--- src/rtl/fetch_queue_pkg.sv ---
// Shared constants and the storage entry layout for the 2-wide fetch queue.
package fetch_queue_pkg;

  localparam int INSN_LEN = 32;
  localparam int FQ_DEPTH = 8;
  localparam logic [INSN_LEN-1:0] RV32_NOP = 32'h0000_0013;

  typedef struct packed {
    logic [31:0]         pc;
    logic [INSN_LEN-1:0] inst;
  } fq_entry_t;

endpackage

--- src/rtl/fetch_queue_ram.sv ---
// Queue storage: DEPTH entries, two write ports and two asynchronous read ports.
module fetch_queue_ram
  import fetch_queue_pkg::*;
#(
  parameter int DEPTH = FQ_DEPTH,
  parameter int PTR_W = $clog2(DEPTH)
) (
  input  logic             clk,
  input  logic             we_a,
  input  logic [PTR_W-1:0] waddr_a,
  input  fq_entry_t        wdata_a,
  input  logic             we_b,
  input  logic [PTR_W-1:0] waddr_b,
  input  fq_entry_t        wdata_b,
  input  logic [PTR_W-1:0] raddr_a,
  output fq_entry_t        rdata_a,
  input  logic [PTR_W-1:0] raddr_b,
  output fq_entry_t        rdata_b
);

  fq_entry_t mem [DEPTH];

  // The parent only ever writes two distinct consecutive slots, so the ports never collide.
  always_ff @(posedge clk) begin
    if (we_a) mem[waddr_a] <= wdata_a;
    if (we_b) mem[waddr_b] <= wdata_b;
  end

  assign rdata_a = mem[raddr_a];
  assign rdata_b = mem[raddr_b];

endmodule

--- src/rtl/fetch_queue.sv ---
// 2-wide circular instruction queue between fetch and the two decoders;
// presents the two oldest entries in program order and drops everything on flush.
module fetch_queue
  import fetch_queue_pkg::*;
#(
  parameter int DEPTH = FQ_DEPTH,
  localparam int PTR_W = $clog2(DEPTH)
) (
  input  logic                clk_i,
  input  logic                rst_i,
  input  logic                flush_i,
  input  logic                enq_valid_i,
  input  logic                enq_inst2_valid_i,
  input  logic [31:0]         enq_pc_i,
  input  logic [INSN_LEN-1:0] enq_inst1_i,
  input  logic [INSN_LEN-1:0] enq_inst2_i,
  output logic                enq_ready_o,
  input  logic                deq_ready_i,
  output logic                deq_valid1_o,
  output logic                deq_valid2_o,
  output logic [INSN_LEN-1:0] deq_inst1_o,
  output logic [31:0]         deq_pc1_o,
  output logic [INSN_LEN-1:0] deq_inst2_o,
  output logic [31:0]         deq_pc2_o,
  output logic [PTR_W:0]      count_o
);

  logic [PTR_W-1:0] head_q, tail_q;
  logic [PTR_W:0]   count_q;
  logic             enq_fire, enq_two, deq_fire, deq_two;
  logic [1:0]       n_enq, n_deq;
  fq_entry_t        wdata_a, wdata_b, rdata_a, rdata_b;

  // Ready looks only at registered occupancy; a same-cycle pop earns no credit.
  assign enq_ready_o  = (count_q <= (PTR_W+1)'(DEPTH - 2));
  assign deq_valid1_o = (count_q != '0);
  assign deq_valid2_o = (count_q >= (PTR_W+1)'(2));

  assign enq_fire = enq_valid_i & enq_ready_o & ~flush_i;
  assign enq_two  = enq_fire & enq_inst2_valid_i;
  assign deq_fire = deq_ready_i & deq_valid1_o & ~flush_i;
  assign deq_two  = deq_fire & deq_valid2_o;

  assign n_enq = enq_two ? 2'd2 : (enq_fire ? 2'd1 : 2'd0);
  assign n_deq = deq_two ? 2'd2 : (deq_fire ? 2'd1 : 2'd0);

  assign wdata_a = '{pc: enq_pc_i,         inst: enq_inst1_i};
  assign wdata_b = '{pc: enq_pc_i + 32'd4, inst: enq_inst2_i};

  fetch_queue_ram #(
    .DEPTH(DEPTH),
    .PTR_W(PTR_W)
  ) u_ram (
    .clk     (clk_i),
    .we_a    (enq_fire),
    .waddr_a (tail_q),
    .wdata_a (wdata_a),
    .we_b    (enq_two),
    .waddr_b (tail_q + PTR_W'(1)),
    .wdata_b (wdata_b),
    .raddr_a (head_q),
    .rdata_a (rdata_a),
    .raddr_b (head_q + PTR_W'(1)),
    .rdata_b (rdata_b)
  );

  always_ff @(posedge clk_i) begin
    if (rst_i || flush_i) begin
      head_q  <= '0;
      tail_q  <= '0;
      count_q <= '0;
    end else begin
      head_q  <= head_q + PTR_W'(n_deq);
      tail_q  <= tail_q + PTR_W'(n_enq);
      count_q <= count_q + (PTR_W+1)'(n_enq) - (PTR_W+1)'(n_deq);
    end
  end

  // Bubbles carry a NOP so the decoders never flag an illegal instruction on them.
  assign deq_inst1_o = deq_valid1_o ? rdata_a.inst : RV32_NOP;
  assign deq_pc1_o   = deq_valid1_o ? rdata_a.pc   : 32'd0;
  assign deq_inst2_o = deq_valid2_o ? rdata_b.inst : RV32_NOP;
  assign deq_pc2_o   = deq_valid2_o ? rdata_b.pc   : 32'd0;
  assign count_o     = count_q;

endmodule
--- config.mk ---
export PLATFORM = sky130hd
export DESIGN_NAME = fetch_queue
export DESIGN_NICKNAME = d
export VERILOG_FILES = /design/src/rtl/fetch_queue_pkg.sv /design/src/rtl/fetch_queue_ram.sv /design/src/rtl/fetch_queue.sv
export SDC_FILE = /design/constraint.sdc
export NUM_CORES = 1
export LEC_CHECK = 0
export ABC_CLOCK_PERIOD_IN_PS = 7100
export CORE_MARGIN = 1
export CORE_UTILIZATION = 54
export CTS_CLUSTER_DIAMETER = 200
export DETAILED_ROUTE_END_ITERATION = 6
export PLACE_DENSITY = 0.77
export SLEW_MARGIN = 10
export SYNTH_ARGS = -nofsm -noshare
export SYNTH_HDL_FRONTEND = slang
export SYNTH_SLANG_ARGS = --single-unit
--- constraint.sdc ---
create_clock -name clk_i -period 7.1 [get_ports clk_i]
set_clock_uncertainty 0.1 [all_clocks]
set_input_delay 1.065 -clock clk_i [delete_from_list [all_inputs] [get_ports clk_i]]
set_output_delay 1.065 -clock clk_i [all_outputs]
set_load 0.02 [all_outputs]
==> metrics.cfg <==
[run_status]
status = complete, no violations

[finish]
nFillCells = 4194
nets = 2435
fin_area_um2 = 36200
layout_common_cells = edfxtp_1 (512), mux2_2 (264), mux4_2 (256), clkdlybuf4s50_1 (236), nand2_1 (141)
area_growth_pct = 15.2
final_common_cell = edfxtp_1
drive_gt1_share_pct = 29.7

[critical_path]
worst_setup_path_start_kind = flop
cp.required_ns = 5.93
worstPathArrival_ns = 4.28
cp-end-kind = output port
critPathSlowestCell = ha_4
cp_max_fo = 56
setup.worst_path.class = flop to output port
path_cells = ha_4, buf_4, mux4_2, nand2_1, a21oi_1, clkdlybuf4s50_1
slowest_delay_ns = 0.97

[synth]
syn-num-nets = 2310
synthCells = 2193
yosys.cell_types.count = 41
syn_area_um2 = 31400
synthArstFlopShare_pct = 0
synth_edf_count = 512
seq_area_frac_synth_pct = 49.6
avgSynthCellArea_um2 = 14.3
ys_ff_latch = 522
yosysWarnings = 0
synth_ff_type = edfxtp_1

[pwr]
power_density_nw_per_um2 = 213
ir_drop_mv = 0.174
p_leak_nw = 11.1
finalPower_mw = 7.69

[floorplan]
row_count = 88
die-area_um2 = 59100
die_w_um = 243
io_pins = 237
fp.dieH_um = 243
core_um2 = 57600
initial_core_util_pct = 54.5

[timing]
slew_headroom_pct = 14.7
period_share_pct = 76.6
fmax_ghz = 0.184
finalMaxSlewViolations = 0
worstMarginPinSlew_ns = 1.27
post-route-min-period_ns = 5.44
hold_viol = 0
setup_viol = 0
tns_ns = 0
rsz0062_at_grt = false

[clocking]
clk_latency_ns = 0.62
root_buffer = clkbuf_16
ctsResizeCount = 0
cts_hold_buf = 0
post-cts-setup-buffer-count = 0
cts_max_level = 2
clock_path_buffers = 3
clk_pin_slew_ns = 0.06
cts_tree = yes
clock-sinks = 522
numCtsBuffers = 56

[flow_run]
max-cap-violations = 0

[detailed_routing]
totalWireLength_mm = 88.7
drtIter0Drc = 2133
wl_per_cell_um = 28.3
vias_per_cell = 6.79
ant_nets = 0
firstDrtPassIters = 5
drc = 0
vias = 21263

[global_routing]
antenna_found_initial = 4
grt_max_degree = 67
grt_pass1_wl_mm = 134
overflow = 0
track_usage_pct = 30.1
grt_pass1_vias = 21951

[placed_design]
portBuffers = 236
dp_hpwl_mm = 53.6
gp_congestion = 0.845
dpl_cell_area_um2 = 34400

[worst_hold_path]
worstHoldPathType = flop to flop

==> through the flow <==
stage                     hold WS (ns)  util (%)  setup slack (ns)  cells
after global routing             0.736      62.8              1.41   3131
after CTS                        0.652      62.8              1.56   3130
after global placement           0.599      59.8              2.25   3025
after detailed placement         0.642      59.8              2.22   3025
after floorplan                  0.478         -             0.150   2193
final                            0.656      62.8              1.66   3131
==> synth_stat cells, types with 2 or more instances <==
master | count | area share (%)
o22ai_1 | 2 | 0.040
xor2_1 | 126 | 3.5
nor2_1 | 72 | 0.86
and2_1 | 8 | 0.16
mux2i_1 | 64 | 2.0
nor2_2 | 2 | 0.040
nor4_2 | 28 | 1.1
and3_1 | 10 | 0.20
nand2b_1 | 5 | 0.10
dfxtp_1 | 10 | 0.64
or4_1 | 3 | 0.072
ha_1 | 11 | 0.44
mux2_2 | 264 | 9.5
edfxtp_1 | 512 | 49
buf_2 | 48 | 0.76
buf_1 | 42 | 0.50
buf_6 | 4 | 0.14
nand2_1 | 147 | 1.8
nand3_1 | 89 | 1.4
xnor2_1 | 114 | 3.2
clkbuf_1 | 123 | 1.5
fa_1 | 4 | 0.25
nand4_1 | 37 | 0.74
o31ai_1 | 2 | 0.048
mux4_2 | 256 | 18
nor4_1 | 72 | 1.4
inv_1 | 15 | 0.18
and4_1 | 6 | 0.17
o21ai_0 | 4 | 0.064
a21oi_1 | 62 | 0.99
nor3_1 | 37 | 0.59
nor2b_1 | 5 | 0.10
==> power by group <==
group	switching (mW)	internal (mW)	leakage, nW
clock network	1.22	1.58	0.841
logic	0.811	0.598	5.52
registers	0.0345	3.45	4.72
==> flip-flops by register name, summed over array words and instances (netlist names) <==
signal and count:
count_o 4, tail_q 3, head_q 3, u_ram.mem 512
==> cells by family after synthesis <==
kind of cell	Yosys count	synth area share [%]
multiplexers	584	29.9
buffers and inverters	233	3.07
adder cells (fa/ha/maj)	15	0.693
AND/OR/NAND/NOR	527	8.90
XOR/XNOR	240	6.69
flip-flops	522	49.6
AO/OA/AOI/OAI	72	1.19
==> worst max-delay path, delay by kind of cell (launching register included) <==
kind | cells | cell delay, ns
AO/OA/AOI/OAI | 1 | 0.14
adder cells (fa/ha/maj) | 1 | 0.97
buffers and inverters | 2 | 1.10
flip-flops | 1 | 0.78
multiplexers | 1 | 0.55
AND/OR/NAND/NOR | 1 | 0.08
==> path summary, 6_finish.rpt <==
kind	endpoint	from	cells after the start	slack (ns)
max reg2reg	u_ram.mem[5][54]	count_o[3]	8	2.97
min reg2reg	tail_q[2]	tail_q[2]	2	0.66
min	tail_q[2]	tail_q[2]	2	0.66
max	deq_pc2_o[31]	head_q[1]	6	1.66
==> area by class of cell <==
type / count / area [um2] / share of cell area [%]
clock inverters: 29 / 204 / 0.564
diodes: 1 / 2.50 / 0.00692
clock buffers: 76 / 1530 / 4.22
multi-input cells: 1438 / 15100 / 41.7
well taps: 765 / 957 / 2.65
flip-flops and latches: 522 / 15600 / 43.1
inverters: 16 / 60.1 / 0.166
repair buffers: 284 / 2750 / 7.60
==> routing by layer <==
| metal | wire, um | GRT usage [%] | share of wire, % |
|---|---|---|---|
| met1 | 32900 | 39.1 | 37 |
| met2 | 44500 | 50.4 | 50 |
| met3 | 8350 | 5.77 | 9.4 |
| met4 | 2970 | 11.1 | 3.4 |
| met5 | 38 | 0 | 0.043 |
No activity file was read; power rests on OpenSTA's default activity.
==> variant, RTL diff (config.mk and constraints unchanged) <==
`INSN_LEN`: 32 -> 16.
--- a/src/rtl/fetch_queue_pkg.sv
+++ b/src/rtl/fetch_queue_pkg.sv
@@ -1,7 +1,7 @@
 // Shared constants and the storage entry layout for the 2-wide fetch queue.
 package fetch_queue_pkg;
 
-  localparam int INSN_LEN = 32;
+  localparam int INSN_LEN = 16;
   localparam int FQ_DEPTH = 8;
   localparam logic [INSN_LEN-1:0] RV32_NOP = 32'h0000_0013;
 
Ports: changed (resized deq_inst1_o, deq_inst2_o, enq_inst1_i and enq_inst2_i); port bits go from 237 to 173. The function was not compared with the original's and may differ.
==> variant against the unedited design <==
- setup slack improved by 64 ps
- cell count fell by 13%
- sequential share of layout area up 0.13 points
- worst hold slack lost 12 ps
- power shrank 25%
- area after synthesis is 24% lower
- sequential cell count decreased by 128
- final area fell by 25%
- combinational power decreased by 26%
- first-iteration DRC count decreased by 18%
- routed wire length is 23% lower
- critical path type unchanged
- critical endpoint is now deq_inst1_o[0]
- largest power group unchanged
==> variant: results (changes against the unedited design) <==
metric,value,unit,change
status,"complete, no violations",,unchanged
wl_met2,34.0,mm,was 44.5 mm
gr-usage-met1,39.6,%,was 39.1%
place_ws,2300,ps,was 2220 ps
n_all_buffers,208,,was 284
buf_share,7.42,%,was 7.60%
endpoint,deq_inst1_o[0],,was deq_pc2_o[31]
synthMuxAreaShare,20.1,%,was 29.9%
cp_slowest_cell,buf_4,,was ha_4
synth_edf_count,384,,was 512
worst_slew_pin_slew,1110,ps,was 1270 ps
wl_met3,6.93,mm,was 8.35 mm
grt_max_degree,106,,was 67
grt.met2_usage,51.8,%,was 50.4%
synthTopCellsByCount,"nand2_1 (559), edfxtp_1 (384), nor2_1 (215)",,"was edfxtp_1 (512), mux2_2 (264), mux4_2 (256)"
seq_share,43.2,%,was 43.1%
diodes,4,,was 1
holdPathStages,4,,was 2
reg2reg_slack,3000,ps,was 2970 ps
holdCritStartpoint,count_o[2],,was tail_q[2]
grt_pass1_wl,101,mm,was 134 mm
ir_drop,0.200,mV,was 0.174 mV
drc_errors,0,,unchanged
numPortBuffers,172,,was 236
num-multi-input-gates,1431,,was 1438
hpwl,39.0,mm,was 53.6 mm
min_delay_worst_endpoint,count_o[3],,was tail_q[2]
ys_ff_latch,394,,was 522
gp_congestion,0.817,,was 0.845
synth_compound_area_share,1.18,%,was 1.19%
fin_nets,2179,,was 2435
synth_xor_area_share,8.77,%,was 6.69%
dieArea,0.0452,mm²,was 0.0591 mm²
vias,16900,,was 21300
regArea,0.0117,mm²,was 0.0156 mm²
setup_slack,1720,ps,was 1660 ps
n_clock_buffer,55,,was 76
clkLatencyLatePin,570,ps,was 620 ps
wl_met1,24.6,mm,was 32.9 mm
clkCellAreaFrac,4.79,%,about the same
firstDrtPassIters,6,,was 5
multi_input_area_share,41.6,%,was 41.7%
placed_cell_area,0.0259,mm²,was 0.0344 mm²
track_usage,30.8,%,was 30.1%
grtUsageMet3,5.25,%,was 5.77%
drive_above_1_share,15.9,%,was 29.7%
variant: changes by cell type after synthesis, moves of 42 or more:
cell	unedited run	this run
buf_2	48	103
clkbuf_1	123	40
edfxtp_1	512	384
mux2_2	264	0
mux4_2	256	192
nand2_1	147	559
nand3_1	89	22
nor2_1	72	215
nor4_1	72	1
xnor2_1	114	72
xor2_1	126	168
variant: power breakdown:
part | leakage (nW) | switching, W | internal [W] | total [W]
sequential | 3.56 | 0.0000249 | 0.00260 | 0.00263
clock | 0.639 | 0.000915 | 0.00122 | 0.00214
combinational | 5.00 | 0.000616 | 0.000427 | 0.00104
variant: per-stage QoR:
step | total power [W] | hold WS [ps] | instances
after global placement | 0.00370 | 592 | 2634
after global routing | 0.00597 | 679 | 2712
after detailed placement | 0.00372 | 626 | 2634
after CTS | 0.00582 | 646 | 2708
final | 0.00581 | 644 | 2712
after floorplan | 0.00326 | 482 | 2041
